[config.mk]
export PLATFORM = sky130hd
export DESIGN_NAME = xup_vector_op_sequencer_flat
export DESIGN_NICKNAME = d
export VERILOG_FILES = /design/src/rtl/xup_vector_op_sequencer_if.sv /design/src/rtl/xup_vector_op_sequencer.sv /design/src/flat_wrapper.sv
export SDC_FILE = /design/constraint.sdc
export NUM_CORES = 1
export LEC_CHECK = 0
export BUFFER_PORTS_ARGS = -buffer_cell sky130_fd_sc_hd__buf_2
export CAP_MARGIN = 15
export CORE_ASPECT_RATIO = 0.9
export CORE_MARGIN = 2
export CORE_UTILIZATION = 50
export CTS_BUF_LIST = sky130_fd_sc_hd__clkbuf_2 sky130_fd_sc_hd__clkbuf_4 sky130_fd_sc_hd__clkbuf_8
export CTS_CLUSTER_DIAMETER = 150
export DETAILED_ROUTE_END_ITERATION = 12
export GPL_TIMING_DRIVEN = 0
export PLACE_DENSITY_LB_ADDON = 0.2
export SYNTH_ARGS = -nofsm -noshare
export SYNTH_HDL_FRONTEND = slang
export SYNTH_SLANG_ARGS = --single-unit
[constraint.sdc]
create_clock -name clk -period 4.6 [get_ports clk]
set_input_delay 0 -clock clk [delete_from_list [all_inputs] [get_ports clk]]
set_output_delay 0 -clock clk [all_outputs]
set_load 0.01 [all_outputs]
[src/rtl/xup_vector_op_sequencer_if.sv]
// Bus between the requesters, the sequencer and the shared bitwise unit.
// The sequencer side is the slave; the requester/unit side is the master.
interface xup_vector_op_sequencer_if #(
  parameter int SIZE = 8,
  parameter int NREQ = 4
);
  logic [NREQ-1:0]           req;
  logic [NREQ-1:0][SIZE-1:0] a_bus;
  logic [NREQ-1:0][SIZE-1:0] b_bus;
  logic [NREQ-1:0]           gnt;
  logic [NREQ-1:0]           done;
  logic [SIZE-1:0]           y_out;
  logic                      busy;
  logic [SIZE-1:0]           unit_a;
  logic [SIZE-1:0]           unit_b;
  logic [SIZE-1:0]           unit_y;

  modport slave (
    input  req, a_bus, b_bus, unit_y,
    output gnt, done, y_out, busy, unit_a, unit_b
  );

  modport master (
    output req, a_bus, b_bus, unit_y,
    input  gnt, done, y_out, busy, unit_a, unit_b
  );
endinterface

[src/rtl/xup_vector_op_sequencer.sv]
// Round-robin sequencer sharing one combinational bitwise unit among NREQ
// requesters. Operands are registered at grant, held for SETTLE cycles so the
// gate-level unit can settle, then the result is captured and returned with a
// one-cycle done pulse to the granted requester.
module xup_vector_op_sequencer #(
  parameter int SIZE   = 8,
  parameter int NREQ   = 4,
  parameter int SETTLE = 2
) (
  input  logic                       clk,
  input  logic                       reset,
  xup_vector_op_sequencer_if.slave   bus
);

  localparam int IW  = (NREQ > 1) ? $clog2(NREQ) : 1;
  localparam int CW0 = $clog2(SETTLE + 1);
  localparam int CW  = (CW0 < 1) ? 1 : CW0;

  typedef enum logic [1:0] {IDLE, WAIT, DONE} state_t;

  state_t          state_q, state_d;
  logic [NREQ-1:0] gnt_q, gnt_d;
  logic [NREQ-1:0] done_q, done_d;
  logic [SIZE-1:0] y_q, y_d;
  logic [SIZE-1:0] ua_q, ua_d;
  logic [SIZE-1:0] ub_q, ub_d;
  logic [IW-1:0]   rr_q, rr_d;
  logic [IW-1:0]   g_q, g_d;
  logic [CW-1:0]   cnt_q, cnt_d;

  logic [IW-1:0]   pick;
  logic            pick_vld;
  int              idx;

  // Round-robin pick: first set req bit at or above the pointer, wrapping.
  always_comb begin
    pick     = '0;
    pick_vld = 1'b0;
    idx      = 0;
    for (int k = 0; k < NREQ; k++) begin
      idx = int'(rr_q) + k;
      if (idx >= NREQ) idx = idx - NREQ;
      if (!pick_vld && bus.req[idx]) begin
        pick_vld = 1'b1;
        pick     = IW'(idx);
      end
    end
  end

  // Next-state and next-register values; everything holds unless changed.
  always_comb begin
    state_d = state_q;
    gnt_d   = gnt_q;
    done_d  = '0;
    y_d     = y_q;
    ua_d    = ua_q;
    ub_d    = ub_q;
    rr_d    = rr_q;
    g_d     = g_q;
    cnt_d   = cnt_q;
    case (state_q)
      IDLE: begin
        if (pick_vld) begin
          gnt_d       = '0;
          gnt_d[pick] = 1'b1;
          ua_d        = bus.a_bus[pick];
          ub_d        = bus.b_bus[pick];
          g_d         = pick;
          cnt_d       = '0;
          state_d     = WAIT;
        end
      end
      WAIT: begin
        // Operands have been stable for SETTLE cycles at the terminal count.
        if (cnt_q == CW'(SETTLE - 1)) begin
          y_d         = bus.unit_y;
          done_d[g_q] = 1'b1;
          state_d     = DONE;
        end else begin
          cnt_d = cnt_q + CW'(1);
        end
      end
      DONE: begin
        gnt_d   = '0;
        // Served requester drops to lowest priority for the next pick.
        rr_d    = (g_q == IW'(NREQ - 1)) ? '0 : g_q + IW'(1);
        state_d = IDLE;
      end
      default: state_d = IDLE;
    endcase
  end

  // State and output registers; reset wins over any in-flight operation.
  always_ff @(posedge clk) begin
    if (reset) begin
      state_q <= IDLE;
      gnt_q   <= '0;
      done_q  <= '0;
      y_q     <= '0;
      ua_q    <= '0;
      ub_q    <= '0;
      rr_q    <= '0;
      g_q     <= '0;
      cnt_q   <= '0;
    end else begin
      state_q <= state_d;
      gnt_q   <= gnt_d;
      done_q  <= done_d;
      y_q     <= y_d;
      ua_q    <= ua_d;
      ub_q    <= ub_d;
      rr_q    <= rr_d;
      g_q     <= g_d;
      cnt_q   <= cnt_d;
    end
  end

  assign bus.gnt    = gnt_q;
  assign bus.done   = done_q;
  assign bus.y_out  = y_q;
  assign bus.busy   = (state_q != IDLE);
  assign bus.unit_a = ua_q;
  assign bus.unit_b = ub_q;

endmodule

[src/flat_wrapper.sv]
// flat-port wrapper written by rule: the top's interface ports become plain ports
module xup_vector_op_sequencer_flat 
#(
  parameter int SIZE   = 8,
  parameter int NREQ   = 4,
  parameter int SETTLE = 2
)
  (clk, reset, bus_req, bus_a_bus, bus_b_bus, bus_unit_y, bus_gnt, bus_done, bus_y_out, bus_busy, bus_unit_a, bus_unit_b);
  xup_vector_op_sequencer_if #(.SIZE(SIZE), .NREQ(NREQ)) bus_i ();
  input  logic clk;
  input  logic reset;
  input wire logic [$bits(bus_i.req)-1:0] bus_req;
  input wire logic [$bits(bus_i.a_bus)-1:0] bus_a_bus;
  input wire logic [$bits(bus_i.b_bus)-1:0] bus_b_bus;
  input wire logic [$bits(bus_i.unit_y)-1:0] bus_unit_y;
  output wire logic [$bits(bus_i.gnt)-1:0] bus_gnt;
  output wire logic [$bits(bus_i.done)-1:0] bus_done;
  output wire logic [$bits(bus_i.y_out)-1:0] bus_y_out;
  output wire logic [$bits(bus_i.busy)-1:0] bus_busy;
  output wire logic [$bits(bus_i.unit_a)-1:0] bus_unit_a;
  output wire logic [$bits(bus_i.unit_b)-1:0] bus_unit_b;
  assign bus_i.req = bus_req;
  assign bus_i.a_bus = bus_a_bus;
  assign bus_i.b_bus = bus_b_bus;
  assign bus_i.unit_y = bus_unit_y;
  assign bus_gnt = bus_i.gnt;
  assign bus_done = bus_i.done;
  assign bus_y_out = bus_i.y_out;
  assign bus_busy = bus_i.busy;
  assign bus_unit_a = bus_i.unit_a;
  assign bus_unit_b = bus_i.unit_b;
  xup_vector_op_sequencer #(.SIZE(SIZE), .NREQ(NREQ), .SETTLE(SETTLE)) u_core (.clk(clk), .reset(reset), .bus(bus_i));
endmodule
# Word level (Yosys, flattened, before mapping)
# Index checks and enable logic that the tools add are counted.
# W data, S select, Z words.
dict set report totals {
  register_bits 40
  latchBits 0
  mem_bits_rw 0
  rom_bits 0
  input_bits 78
  out_inout_bits 33
  word_cells 98
  mem_count 0
}
dict set report classes {
  addsub 9
  n_mul 0
  div 0
  n_lt_le_gt_ge 12
  n_eq_ne 7
  shifts 0
  mux 41
  n_bitwise 2
  n_reduce_logical 18
}
# cell count
set ops {}
lappend ops {{$lt A32 B4 Y1 const B} 4}
lappend ops {{$mux W32} 4}
lappend ops {{$ge A32 B4 Y1 const B} 3}
lappend ops {{$sub A32 B4 Y32 const B} 3}
lappend ops {{$bmux W8 S2} 2}
lappend ops {{$mux W2} 9}
lappend ops {{$mux W8} 2}
lappend ops {{$mux W1} 14}
lappend ops {{$bmux W1 S2} 4}
lappend ops {{$pmux W2 S2} 2}
lappend ops {{$pmux W4 S2} 1}
lappend ops {{$reduce_and A2 Y1} 4}
lappend ops {{$add A2 B2 Y3 const B} 2}
lappend ops {{$lt A2 B3 Y1 const B} 2}
lappend ops {{$reduce_bool A2 Y1} 3}
lappend ops {{$logic_and A1 B1 Y1} 5}
lappend ops {{$add A2 B1 Y2 const B} 2}
lappend ops {{$demux W1 S2} 2}
lappend ops {{$eq A2 B1 Y1 const B} 2}
lappend ops {{$eq A2 B2 Y1 const B} 2}
lappend ops {{$ge A2 B1 Y1 const B} 2}
lappend ops {{$mux W4} 1}
lappend ops {{$ne A2 B1 Y1 const B} 2}
lappend ops {{$sub A2 B3 Y4 const B} 1}
lappend ops {{other kinds (8)} 11}

# Depth between registers and ports, before layout
# Gate-level depths: netlist of the first run.
dict set report depth {
  word_depth 21
  mapped_depth 7
  depth_no_buf 6
}

# Worst setup path after synthesis of the first run
# Ideal clock, no wire load.
dict set report synth_timing {
  path_kind {flip-flop to flip-flop}
  startpoint {reg u_core.rr_q[1]}
  endpoint {reg u_core.ua_q[6] (netlist: u_core.bus.unit_a[6])}
  setup_ns 0.129
  t_arrival_ns 1.490
  t_required_ns 4.471
  setup_slack_ns 2.981
  path_stages_with_launch 8
  n_path_buf 2
  synth_period_minus_slack_ns 1.619
  path_cell_list {dfxtp_1 > nand2_1 > a311o_1 > and2_1 > buf_6 > buf_6 > mux2i_1 > o211ai_1}
}
dict set report synth_via {
  elab_chain_cells 17
  word_cells_on_any_way 44
  classes_between {7 x add/sub; 4 x order compare; 26 x mux; 7 x reduce/logical}
}
# item line_no
set synth_lines {}
lappend synth_lines {{start: declaration} xup_vector_op_sequencer.sv:27} ;# logic [IW-1:0] rr_q, rr_d;
lappend synth_lines {{start signal: assignment} xup_vector_op_sequencer.sv:112} ;# rr_q <= rr_d;
lappend synth_lines {{branches (longest 17 deep; another with $sub A32 B4 Y32)} --}
lappend synth_lines {{end signal: assignment} xup_vector_op_sequencer.sv:110} ;# ua_q <= ua_d;
lappend synth_lines {{end: declaration} xup_vector_op_sequencer.sv:25} ;# logic [SIZE-1:0] ua_q, ua_d;
# Parallel ways; which one is timed is not known. The select of a mux whose other input is x is not followed.
# A chain may end at the register's enable or synchronous reset.

# Worst setup path in the final report of the first run
dict set report layout_timing {
  startpoint {reg u_core.state_q[0]}
  endpoint {reg u_core.ub_q[3] (netlist: u_core.bus.unit_b[3])}
}
dict set report layout_via {
  elab_chain_cells 2
}
# item line_no
set layout_lines {}
lappend layout_lines {{start: declaration} xup_vector_op_sequencer.sv:21} ;# state_t state_q, state_d;
lappend layout_lines {{start signal: assignment} xup_vector_op_sequencer.sv:106} ;# state_q <= state_d;
lappend layout_lines {{$logic_not A2 Y1} xup_vector_op_sequencer.sv:61} ;# case (state_q)
lappend layout_lines {{$reduce_and A2 Y1 (no source line)} --}
lappend layout_lines {{end signal: assignment} xup_vector_op_sequencer.sv:111} ;# ub_q <= ub_d;
lappend layout_lines {{end: declaration} xup_vector_op_sequencer.sv:26} ;# logic [SIZE-1:0] ub_q, ub_d;
# No other way between the ends.

==> results of run 1 <==
placed cells by master (no fill, tap or decap), types with 8 or more instances in the layout:
cell	n
mux2i_1	24
nor2_1	19
dlygate4sd3_1	9
nand2_1	23
and3_1	16
dfxtp_1	40
o21ai_0	10
a21oi_1	8
buf_2	112
o211ai_1	16
clkbuf_1	10
a21boi_0	16
area by class of cell:
| type | count | area, µm² |
|---|---|---|
| Multi-Input combinational cell | 180 | 1200 |
| Fill cell | 337 | 1150 |
| Tap cell | 48 | 60.1 |
| Buffer | 16 | 88.8 |
| Clock inverter | 2 | 38.8 |
| Inverter | 5 | 18.8 |
| Sequential cell | 40 | 801 |
| Clock buffer | 6 | 82.6 |
| Timing Repair Buffer | 119 | 641 |
layer usage:
| metal | vias up | global-route usage | routed length, µm |
|---|---|---|---|
| met5 | - | 0 | 0 |
| met4 | 0 | 0.0856 | 95 |
| met3 | 8 | 0.0598 | 409 |
| met2 | 82 | 0.385 | 2410 |
| met1 | 971 | 0.305 | 2550 |
| li1 | 1105 | - | - |
path summary, 6_finish.rpt:
check / endpoint / depth (start not counted)
max reg2reg: u_core.bus.unit_b[3]$_SDFFE_PP0P_ / 6
min: u_core.bus.unit_b[1]$_SDFFE_PP0P_ / 3
max: u_core.bus.unit_b[3]$_SDFFE_PP0P_ / 6
min reg2reg: u_core.bus.unit_b[7]$_SDFFE_PP0P_ / 2
critical path, stage by stage (launching register included):
cell and delay (ns):
dfxtp_1 0.37, nor2_1 0.21, nand3b_1 0.15, nor4_2 0.45
clkbuf_1 0.38, o21ai_0 0.18, o211ai_1 0.12
registers in the layout, indices dropped and copies added (netlist names):
| register | cells |
|---|---|
| u_core.bus.done | 4 |
| u_core.bus.gnt | 4 |
| u_core.bus.unit_a | 8 |
| u_core.bus.unit_b | 8 |
| u_core.bus.y_out | 8 |
| u_core.cnt_q | 2 |
| u_core.g_q | 2 |
| u_core.rr_q | 2 |
| u_core.state_q | 2 |
report_power, final:
| part | switching, W | internal [W] | leakage [nW] |
|---|---|---|---|
| Clock | 0.000127 | 0.000177 | 0.0614 |
| Sequential | 0.0000133 | 0.000370 | 0.327 |
| Combinational | 0.0000925 | 0.0000910 | 1.07 |
logic make-up (layout without fill, tap and decap cells):
group,count (synthesis),in the layout
AO/OA/AOI/OAI,65,65
adder cells (fa/ha/maj),5,5
buffers and inverters,21,148
flip-flops,40,40
multiplexers,24,24
AND/OR/NAND/NOR,86,86
Yosys cell counts (all sizes together) (3+ instances only):
library cell and n:
dfxtp 40, mux2i 24, nand2 23, nor2 20, a21boi 16, and3 16
o211ai 16, o21ai 16, clkbuf 10, a21oi 8, and2 6, buf 6
ha 5, inv 5, nand3 4, nor3 4, a21o 3, nand2b 3
nor2b 3
timing repair:
action                                 4_1_cts  5_1_grt
hold buffers                                 9        0
gates resized for setup                      0        0
endpoints found under the hold margin        9        0
stage by stage:
step,setup slack (ns),area (µm²),cells
after floorplan,2.98,2110,241
after global placement,2.71,2720,399
after detailed placement,2.68,2720,399
after CTS,2.65,2930,416
after global routing,2.40,2930,416
final,2.65,2930,416
==> summary.txt, run 1 <==
Status
  – Status: completed

Job
  – Max Cap Viol: 0

Yosys
  – Cells after synthesis: 241
  – Yosys warns: 0
  – Area leader, netlist: dfxtp_1
  – Post-synth EDFFs: 0
  – Ys async rst share: 0
  – Area share of fa/ha/maj cells after synthesis: 0.0297
  – Distinct cells, synth: 36
  – Post-synth top area share: 0.380
  – Syn nets: 324
  – Multiplexer area fraction after synthesis: 0.114
  – Top_reg_cell synth: dfxtp_1
  – Post-Synth XOR/XNOR Area: 0
  – Dominant cells by area after synthesis: dfxtp_1 (38%), mux2i_1 (11%), a21boi_0 (5.7%)
  – Flops & latches, synth: 40
  – Seq/Total Area, Yosys: 0.380
  – Syn Area/Cell: 8.74 µm²
  – Post-synthesis simple-gate area fraction: 0.220
  – Largest family of logic cells by synthesized area: simple AND/OR/NAND/NOR gates
  – Post-synthesis compound-gate area fraction: 0.205
  – Cell Area, Synth: 0.00211 mm²

Timing
  – WHS: 0.00606 ns
  – Worst-case headroom to the max-slew limit: 0.582
  – RSZ-0062 raised after global routing: no
  – Final setup vio count: 0
  – Final worst path period need: 1.95 ns
  – Max Slew Vio Count: 0
  – Final hold vios: 0
  – Worst-Margin Slew: 0.627 ns
  – Setup TNS Final: 0 ns
  – Skew final: 0.00660 ns
  – FMAX: 512 MHz
  – Tcrit/Tclk final: 0.425

Floorplanning
  – Cell Rows: 22
  – Initial Util: 0.517
  – Chip height: 65.6 µm
  – Core area: 0.00407 mm²
  – Num ports: 111
  – Die W: 72.4 µm
  – Die area: 0.00475 mm²

Power
  – Pwr Total: 0.000871 W
  – Power Density: 298 mW/mm²
  – Peak supply drop: 0.216 mV
  – Static Leakage: 1.46 nW

Placement
  – Port bufs: 110
  – Detail Placement HPWL: 4000 µm
  – GPL Wtd Cong: 0.790

Critical path
  – CP Launch Point: u_core.state_q[0]$_SDFFE_PP0P_
  – Crit path kind: register to register
  – CP Capture Type: register
  – Critical Path AT: 2.17 ns
  – Worst Path Required: 4.82 ns
  – FF-to-FF setup slack: 2.65 ns
  – Worst-path fanout max: 10
  – Crit start category: register
  – RR Startpoint: u_core.state_q[0]$_SDFFE_PP0P_

Global route
  – Largest net degree at the start of global routing: 14
  – Total routing usage reported by global routing: 0.237
  – Vias in the first global route: 1921
  – GRT overflow: 0
  – Initial antenna violation count: 0
  – Global-route wire length before repair: 8720 µm

Clock network
  – Worst-Skew Late Latency: 0.30 ns
  – CTS sink count: 40
  – CTS clock-pin slew for the worst setup and hold paths: 0.08 ns
  – Clock buffer depth: 2
  – Post-CTS setup buffers: 0
  – Root buffer cell: clkbuf_8
  – CTS tree: built
  – CTS Buf Count: 5
  – CTS H-tree depth: 2

Route
  – Routed Antenna Nets: 0
  – Wire length per cell: 13.1 µm
  – Via count: 2166
  – Pre-antenna DRT Iters: 4
  – Iteration-0 DRC Markers: 88
  – DRT Wirelength: 5460 µm
  – DR vias/cell: 5.21
  – Total DRC errors in the routed layout: 0

Hold path
  – Hold wc startpoint: bus_b_bus[1]
  – Worst Hold Class: input port to register

Final layout
  – Syn-to-layout area delta: 39.0%
  – N_diodes: 0
  – Final Core Density: 0.719
  – Final net count: 450
  – Layout cell share with drive strength beyond 1: 0.351
Note: power is estimated with default switching activity, not from simulation.
==> inputs of run 2 (changes only) <==
--- a/config.mk
+++ b/config.mk
@@ -5,11 +5,12 @@
 export SDC_FILE = /design/constraint.sdc
 export NUM_CORES = 1
 export LEC_CHECK = 0
+export ABC_AREA = 1
 export BUFFER_PORTS_ARGS = -buffer_cell sky130_fd_sc_hd__buf_2
 export CAP_MARGIN = 15
 export CORE_ASPECT_RATIO = 0.9
 export CORE_MARGIN = 2
-export CORE_UTILIZATION = 50
+export CORE_UTILIZATION = 45
 export CTS_BUF_LIST = sky130_fd_sc_hd__clkbuf_2 sky130_fd_sc_hd__clkbuf_4 sky130_fd_sc_hd__clkbuf_8
 export CTS_CLUSTER_DIAMETER = 150
 export DETAILED_ROUTE_END_ITERATION = 12
==> constraint.sdc (replaced) <==
create_clock -name clk -period 1.6 [get_ports clk]
set_input_delay 0 -clock clk [delete_from_list [all_inputs] [get_ports clk]]
set_output_delay 0 -clock clk [all_outputs]
set_load 0.01 [all_outputs]
==> summary.txt, run 2 <==
Status
  – Status: complete, but fails checks (was completed)
  – Failing checks: setup timing

Global route
  – GR Util met2: 0.394 (was 0.385)
  – Vias in the first global route: 2874 (was 1921)
  – Gr busiest metal: met2 (unchanged)
  – Routing usage on met3: 0.0420 (was 0.0598)
  – GRT overflow: 0 (unchanged)
  – GR Layer Usage met1: 0.293 (was 0.305)
  – Largest net degree at the start of global routing: 13 (was 14)
  – Global-route wire length before repair: 12300 µm (was 8720 µm)
  – Total routing usage reported by global routing: 0.229 (was 0.237)
  – Initial antenna violation count: 0 (unchanged)

Route
  – Via count: 3166 (was 2166)
  – Routed Antenna Nets: 0 (unchanged)
  – DRT Wirelength: 7980 µm (was 5460 µm)
  – Iteration-0 DRC Markers: 172 (was 88)
  – DR vias/cell: 4.83 (was 5.21)
  – Total DRC errors in the routed layout: 0 (unchanged)
  – Wire length per cell: 12.2 µm (was 13.1 µm)
  – Pre-antenna DRT Iters: 5 (was 4)

Yosys
  – Flops & latches, synth: 40 (unchanged)
  – Cells after synthesis: 445 (was 241)
  – Area leader, netlist: dfxtp_1 (unchanged)
  – Post-synth top area share: 0.299 (was 0.380)
  – Syn nets: 528 (was 324)
  – Syn Area/Cell: 6.02 µm² (was 8.74 µm²)
  – Dominant cells by area after synthesis: dfxtp_1 (30%), nand3_1 (18%), inv_1 (14%) (was dfxtp_1 (38%), mux2i_1 (11%), a21boi_0 (5.7%))
  – Yosys warns: 0 (unchanged)
  – Top cells by count, synth: inv_1 (101), nand3_1 (99), nand2_1 (91) (was dfxtp_1 (40), mux2i_1 (24), nand2_1 (23))
  – Ys async rst share: 0 (unchanged)
  – Post-synth EDFFs: 0 (unchanged)
  – Cell Area, Synth: 0.00268 mm² (was 0.00211 mm²)
  – Seq/Total Area, Yosys: 0.299 (was 0.380)
  – Top-count cell post-synth: inv_1 (was dfxtp_1)
  – Top_reg_cell synth: dfxtp_1 (unchanged)
  – Distinct cells, synth: 24 (was 36)

Critical path
  – Critical Path AT: 2.08 ns (was 2.17 ns)
  – CP Capture Type: register (unchanged)
  – CP max stage delay: 0.37 ns (was 0.45 ns)
  – FF-to-FF End: u_core.bus.unit_a[0]$_SDFFE_PP0P_ (was u_core.bus.unit_b[3]$_SDFFE_PP0P_)
  – Worst Path Required: 1.79 ns (was 4.82 ns)
  – Slowest-stage cell, CP: dfxtp_4 (was nor4_2)
  – Most Frequent Cell on Critical Path: nand2_2
  – Crit path kind: register to register (unchanged)
  – CP Launch Point: u_core.rr_q[0]$_SDFFE_PP0P_ (was u_core.state_q[0]$_SDFFE_PP0P_)
  – FF-to-FF setup slack: -0.30 ns (was 2.65 ns)
  – CP endpoint: u_core.bus.unit_a[0]$_SDFFE_PP0P_ (was u_core.bus.unit_b[3]$_SDFFE_PP0P_)
  – CP Cell Sequence: buf_8 -> nand2_2 -> nand2_2 -> nand2_4 -> inv_1 -> a21boi_1 -> nand2_2 -> nor2_4 -> clkinv_4 -> buf_12 -> nand3_1 -> nand3_1 -> nand2_1 -> inv_1 (was nor2_1 -> nand3b_1 -> nor4_2 -> clkbuf_1 -> o21ai_0 -> o211ai_1)
  – Worst-path fanout max: 8 (was 10)
  – RR Startpoint: u_core.rr_q[0]$_SDFFE_PP0P_ (was u_core.state_q[0]$_SDFFE_PP0P_)
  – Crit start category: register (unchanged)
  – Cells on worst reg2reg path: 14 (was 6)

Final layout
  – Filler cells: 504 (was 337)
  – Layout cell share with drive strength beyond 1: 0.371 (was 0.351)
  – N_diodes: 0 (unchanged)
  – Commonest non-fill, non-tap cell in the layout: buf_2 (unchanged)
  – Final net count: 667 (was 450)
  – Commonest cells after routing, fill and taps aside: buf_2 (109), inv_1 (99), nand3_1 (92) (was buf_2 (112), dfxtp_1 (40), mux2i_1 (24))
  – Final Non-Filler Cells: 655 (was 416)
  – Syn-to-layout area delta: 49.4% (was 39.0%)

Timing
  – WHS: 0.0974 ns (was 0.00606 ns)
  – Skew final: 0.00442 ns (was 0.00660 ns)
  – Worst-Margin Slew: 0.455 ns (was 0.627 ns)
  – Final hold vios: 0 (unchanged)
  – RSZ-0062 raised after global routing: yes (was no)
  – Setup ws final: -0.295 ns (was 2.65 ns)
  – Final worst path period need: 1.90 ns (was 1.95 ns)
  – Max Slew Vio Count: 0 (unchanged)
  – FMAX: 528 MHz (was 512 MHz)
  – Worst-case headroom to the max-slew limit: 0.697 (was 0.582)
  – Final setup vio count: 25 (was 0)
  – Tcrit/Tclk final: 1.18 (was 0.425)

Clock network
  – CTS tree: built (unchanged)
  – Worst-Skew Late Latency: 0.28 ns (was 0.30 ns)
  – CTS H-tree depth: 2 (unchanged)
  – Clock buffer depth: 2 (unchanged)
  – CTS Buf Count: 5 (unchanged)
  – Root buffer cell: clkbuf_8 (unchanged)
  – CTS sink count: 40 (unchanged)
  – CTS clock-pin slew for the worst setup and hold paths: 0.08 ns (about the same)

Placement
  – Placed cell count: 624 (was 399)
  – Port bufs: 109 (was 110)
  – Detail Placement HPWL: 5390 µm (was 4000 µm)
  – GPL Wtd Cong: 0.859 (was 0.790)

Floorplanning
  – Core area: 0.00573 mm² (was 0.00407 mm²)
  – Chip height: 77.2 µm (was 65.6 µm)
  – Initial Util: 0.468 (was 0.517)
  – Die area: 0.00659 mm² (was 0.00475 mm²)
  – Num ports: 111 (unchanged)
  – Cell Rows: 26 (was 22)
  – Die W: 85.3 µm (was 72.4 µm)

Hold path
  – Worst Hold Class: input port to register (unchanged)
  – Hold wc startpoint: bus_b_bus[17] (was bus_b_bus[1])

Power
  – Power Density: 909 mW/mm² (was 298 mW/mm²)
  – Pwr Total: 0.00364 W (was 0.000871 W)
  – Static Leakage: 2.36 nW (was 1.46 nW)
  – Peak supply drop: 0.516 mV (was 0.216 mV)

Job
  – Max Cap Viol: 0 (unchanged)
-- run 2: changes by cell type after synthesis, sizes merged, moves of 24 or more --
cell / previous run / this run
inv: 5 / 106
mux2i: 24 / 0
nand2: 23 / 97
nand3: 4 / 101
nor2: 20 / 51
-- run 2: repair_timing --
action / CTS / global route
pin swaps: 7 / 13
resized for setup: 46 / 41
cloned: 2 / 2
buffers inserted: 7 / 6
endpoints found under the hold margin: 8 / 0
hold buffers: 8 / 0
setup endpoints to repair: 34 / 29
-- run 2: logic make-up (layout without fill, tap and decap cells) --
family,count (synthesis),in the layout,share of synthesized area
flip-flops,40,40,0.299
AND/OR/NAND/NOR,250,250,0.429
adder cells (fa/ha/maj),5,5,0.0233
AO/OA/AOI/OAI,24,24,0.0504
buffers and inverters,126,266,0.198
-- run 2: metrics by stage --
stage	area, µm²	TNS (ns)	worst slack (ns)	utilization
detailed placement	3340	-8.17	-0.379	0.583
CTS	3750	-4.03	-0.193	0.655
global placement	3340	-7.33	-0.347	0.583
global route	4000	-8.71	-0.402	0.699
floorplan	2710	-0.956	-0.0811	-
finish	4000	-5.27	-0.295	0.699
-- run 2: worst max-delay path, delay by kind of cell (launching register included) --
family,cells,cell delay [ns]
simple gates,8,0.77
buf+inv,5,0.46
flops,1,0.37
compound gates,1,0.17
-- run 2: layout make-up --
type | count | area (µm²) | area share
Buffer | 18 | 185 | 0.0463
Clock buffer | 7 | 96.3 | 0.0241
Clock inverter | 1 | 30.0 | 0.00750
Inverter | 106 | 415 | 0.104
Multi-Input combinational cell | 279 | 1560 | 0.390
Sequential cell | 40 | 808 | 0.202
Tap cell | 70 | 87.6 | 0.0219
Timing Repair Buffer | 134 | 821 | 0.205
-- run 2: worst min-delay path by stage --
stage / endpoint / slack [ns] / depth (start not counted)
after floorplan: u_core.bus.y_out[0]$_SDFFE_PP0P_ / 0.17 / 2
after global placement: u_core.bus.y_out[5]$_SDFFE_PP0P_ / 0.27 / 3
after detailed placement: u_core.bus.y_out[1]$_SDFFE_PP0P_ / 0.28 / 3
after CTS: u_core.bus.unit_a[6]$_SDFFE_PP0P_ / 0.09 / 7
after global routing: u_core.bus.unit_a[2]$_SDFFE_PP0P_ / 0.12 / 7
final: u_core.bus.unit_b[1]$_SDFFE_PP0P_ / 0.1 / 7
-- run 2: where the power goes --
part           internal, W  switching (W)  leakage (nW)
sequential         0.00112      0.0000894         0.330
clock             0.000550       0.000341        0.0645
combinational     0.000683       0.000856          1.96
total              0.00235        0.00129          2.36
-- run 2: routing by layer --
| layer | vias to the layer above | part of all wire |
|---|---|---|
| li1 | 1629 | - |
| met1 | 1417 | 0.43 |
| met2 | 108 | 0.49 |
| met3 | 12 | 0.073 |
| met4 | 0 | 0.011 |
| met5 | - | 0 |
==> inputs of run 3 (changes only) <==
--- a/config.mk
+++ b/config.mk
@@ -5,14 +5,15 @@
 export SDC_FILE = /design/constraint.sdc
 export NUM_CORES = 1
 export LEC_CHECK = 0
-export ABC_AREA = 1
+export ABC_AREA = 0
 export BUFFER_PORTS_ARGS = -buffer_cell sky130_fd_sc_hd__buf_2
 export CAP_MARGIN = 15
 export CORE_ASPECT_RATIO = 0.9
 export CORE_MARGIN = 2
-export CORE_UTILIZATION = 45
+export CORE_UTILIZATION = 42
 export CTS_BUF_LIST = sky130_fd_sc_hd__clkbuf_2 sky130_fd_sc_hd__clkbuf_4 sky130_fd_sc_hd__clkbuf_8
 export CTS_CLUSTER_DIAMETER = 150
+export CTS_CLUSTER_SIZE = 20
 export DETAILED_ROUTE_END_ITERATION = 12
 export GPL_TIMING_DRIVEN = 0
 export PLACE_DENSITY_LB_ADDON = 0.2
==> summary.txt, run 3 (same netlist as run 1, synthesis figures left out) <==
Placement
  – Detail Placement HPWL: 4100 µm (was 5390 µm)
  – Setup WS pre-CTS: -0.336 ns (was -0.379 ns)
  – Placed cell count: 416 (was 624)
  – GPL Wtd Cong: 0.772 (was 0.859)
  – Port bufs: 110 (was 109)

Floorplanning
  – Cell Rows: 24 (was 26)
  – Die W: 78.6 µm (was 85.3 µm)
  – Die area: 0.00560 mm² (was 0.00659 mm²)
  – Num ports: 111 (unchanged)
  – Chip height: 71.2 µm (was 77.2 µm)
  – Initial Util: 0.436 (was 0.468)
  – Core area: 0.00483 mm² (was 0.00573 mm²)

Clock network
  – CTS sink count: 40 (unchanged)
  – Clock buffer depth: 2 (unchanged)
  – CTS Buf Count: 5 (unchanged)
  – CTS clock-pin slew for the worst setup and hold paths: 0.08 ns (about the same)
  – Root buffer cell: clkbuf_8 (unchanged)
  – CTS tree: built (unchanged)
  – CTS H-tree depth: 2 (unchanged)
  – Worst-Skew Late Latency: 0.29 ns (was 0.28 ns)

Final layout
  – Filler cells: 428 (was 504)
  – Final Non-Filler Cells: 440 (was 655)
  – N_diodes: 0 (unchanged)
  – Layout cell share with drive strength beyond 1: 0.427 (was 0.371)
  – Final net count: 457 (was 667)
  – Syn-to-layout area delta: 49.7% (was 49.4%)
  – Final Core Density: 0.652 (was 0.699)
  – Commonest non-fill, non-tap cell in the layout: buf_2 (unchanged)
  – Commonest cells after routing, fill and taps aside: buf_2 (112), dfxtp_1 (37), nand2_1 (22), mux2i_1 (22), nor2_1 (18) (was buf_2 (109), inv_1 (99), nand3_1 (92))

Power
  – Pwr Total: 0.00254 W (was 0.00364 W)
  – Peak supply drop: 0.595 mV (was 0.516 mV)
  – Power Density: 805 mW/mm² (was 909 mW/mm²)
  – Comb pwr share: 0.237 (was 0.423)
  – Clock power frac: 0.329 (was 0.245)
  – Static Leakage: 1.56 nW (was 2.36 nW)
  – Int Pwr: 0.00185 W (was 0.00235 W)
  – Reg power frac: 0.434 (was 0.332)
  – Sw frac: 0.269 (was 0.353)
  – Switch Pwr: 0.000683 W (was 0.00129 W)

Route
  – DR vias/cell: 4.98 (was 4.83)
  – Via count: 2190 (was 3166)
  – Pre-antenna DRT Iters: 4 (was 5)
  – Total DRC errors in the routed layout: 0 (unchanged)
  – Iteration-0 DRC Markers: 98 (was 172)
  – Routed Antenna Nets: 0 (unchanged)
  – DRT Wirelength: 6000 µm (was 7980 µm)
  – Wire length per cell: 13.6 µm (was 12.2 µm)

Global route
  – Initial antenna violation count: 0 (unchanged)
  – Largest net degree at the start of global routing: 13 (unchanged)
  – GRT overflow: 0 (unchanged)
  – Global-route wire length before repair: 9580 µm (was 12300 µm)
  – Vias in the first global route: 2131 (was 2874)
  – Total routing usage reported by global routing: 0.216 (was 0.229)

Critical path
  – Cells on worst reg2reg path: 6 (was 14)
  – CP Depth: 6 (was 14)
  – CP bufs+invs: 1 (was 5)
  – Worst-path fanout max: 5 (was 8)
  – FF-to-FF End: u_core.bus.unit_b[6]$_SDFFE_PP0P_ (was u_core.bus.unit_a[0]$_SDFFE_PP0P_)
  – CP endpoint: u_core.bus.unit_b[6]$_SDFFE_PP0P_ (was u_core.bus.unit_a[0]$_SDFFE_PP0P_)
  – CP Launch Point: u_core.rr_q[0]$_SDFFE_PP0P_ (unchanged)
  – FF-to-FF setup slack: 0.02 ns (was -0.30 ns)
  – Cell family with most CP delay: compound AO/OA/AOI/OAI gates (was simple AND/OR/NAND/NOR gates)
  – Crit start category: register (unchanged)
  – Crit path kind: register to register (unchanged)
  – CP Cell Sequence: nor2b_4 -> a311o_1 -> and2_4 -> buf_12 -> mux2i_4 -> o211ai_1 (was buf_8 -> nand2_2 -> nand2_2 -> nand2_4 -> inv_1 -> a21boi_1 -> nand2_2 -> nor2_4 -> clkinv_4 -> buf_12 -> nand3_1 -> nand3_1 -> nand2_1 -> inv_1)
  – CP Capture Type: register (unchanged)
  – Critical Path AT: 1.80 ns (was 2.08 ns)
  – CP max stage delay: 0.38 ns (was 0.37 ns)
  – Worst Path Required: 1.82 ns (was 1.79 ns)
  – RR Startpoint: u_core.rr_q[0]$_SDFFE_PP0P_ (unchanged)
  – Slowest-stage cell, CP: a311o_1 (was dfxtp_4)

Timing
  – Skew final: 0.00371 ns (was 0.00442 ns)
  – RSZ-0062 raised after global routing: yes (unchanged)
  – Setup ws final: 0.0209 ns (was -0.295 ns)
  – FMAX: 633 MHz (was 528 MHz)
  – Final setup vio count: 0 (was 25)
  – Worst-Margin Slew: 0.514 ns (was 0.455 ns)
  – Tcrit/Tclk final: 0.987 (was 1.18)
  – Worst-case headroom to the max-slew limit: 0.657 (was 0.697)
  – Final worst path period need: 1.58 ns (was 1.90 ns)
  – Final hold vios: 0 (unchanged)
  – WHS: 0.00852 ns (was 0.0974 ns)
  – Max Slew Vio Count: 0 (unchanged)

Job
  – Max Cap Viol: 0 (unchanged)

Hold path
  – Hold wc startpoint: bus_a_bus[2] (was bus_b_bus[17])
  – Worst Hold Class: input port to register (unchanged)

Status
  – Status: completed (was complete, but fails checks)
## run 3: cell types whose count changed in the layout (fill, tap and decap cells not counted), moves of 8 or more
cell	change
nand2_4	-11
nor2_2	-13
mux2i_1	+22
and3_1	+16
a21boi_0	+11
o21ai_1	+14
nand2_2	-11
a21oi_1	-8
inv_1	-94
nand3_1	-88
nand2_1	-51
nor2_1	-13
o211ai_1	+16
## run 3: timing repair
item                                    4_1_cts  5_1_grt
hold endpoints to repair                      8        0
buffers inserted                              9        2
gates resized for setup                      20       46
endpoints found under the setup margin       26       18
cloned                                        0        1
pin swaps                                     5       13
hold buffers                                  8        0
## run 3: per-stage QoR
stage	setup TNS [ns]	cell area (µm²)
finish	0	3150
global route	-0.555	3150
CTS	-0.000772	3060
detailed placement	-3.90	2740
global placement	-3.96	2740
floorplan	0	2110
## run 3: worst min-delay path by stage
stage / to / slack (ns) / cells past startpoint
final: u_core.bus.unit_a[2]$_SDFFE_PP0P_ / 0.009 / 3
after global routing: u_core.bus.unit_b[4]$_SDFFE_PP0P_ / 0.01 / 3
after CTS: u_core.bus.unit_a[7]$_SDFFE_PP0P_ / 0.005 / 3
after detailed placement: u_core.bus.y_out[5]$_SDFFE_PP0P_ / 0.24 / 3
after global placement: u_core.bus.y_out[5]$_SDFFE_PP0P_ / 0.23 / 3
after floorplan: u_core.state_q[1]$_SDFFE_PP0P_ / 0.10 / 1
## run 3: metal layers
layer,vias up,GRT usage,part of all wire
met3,13,0.0446,0.059
met4,0,0.103,0.023
met1,979,0.279,0.47
met5,-,0,0
met2,72,0.347,0.45
li1,1126,-,-
## run 3: layout make-up
cell class	instances	area [µm²]	area share
plain buffers	12	105	0.0333
clock inverters	2	35.0	0.0111
repair buffers	130	746	0.237
well taps	65	81.3	0.0258
clock buffers	6	76.3	0.0242
flip-flops and latches	40	810	0.257
inverters	5	18.8	0.00595
multi-input cells	180	1280	0.406
## run 3: power groups by stage
stage	sequential (W)	combinational, W	clock, W
finish	0.00110	0.000602	0.000834
global route	0.00111	0.000657	0.000904
CTS	0.00110	0.000563	0.000850
detailed placement	0.00112	0.000511	0
global placement	0.00112	0.000504	0
floorplan	0.00115	0.000267	0
## run 3: worst register-to-register path: stages (launching register included)
cell,delay (ns)
dfxtp_4,0.37
nor2b_4,0.04
a311o_1,0.38
and2_4,0.23
buf_12,0.15
mux2i_4,0.18
o211ai_1,0.16
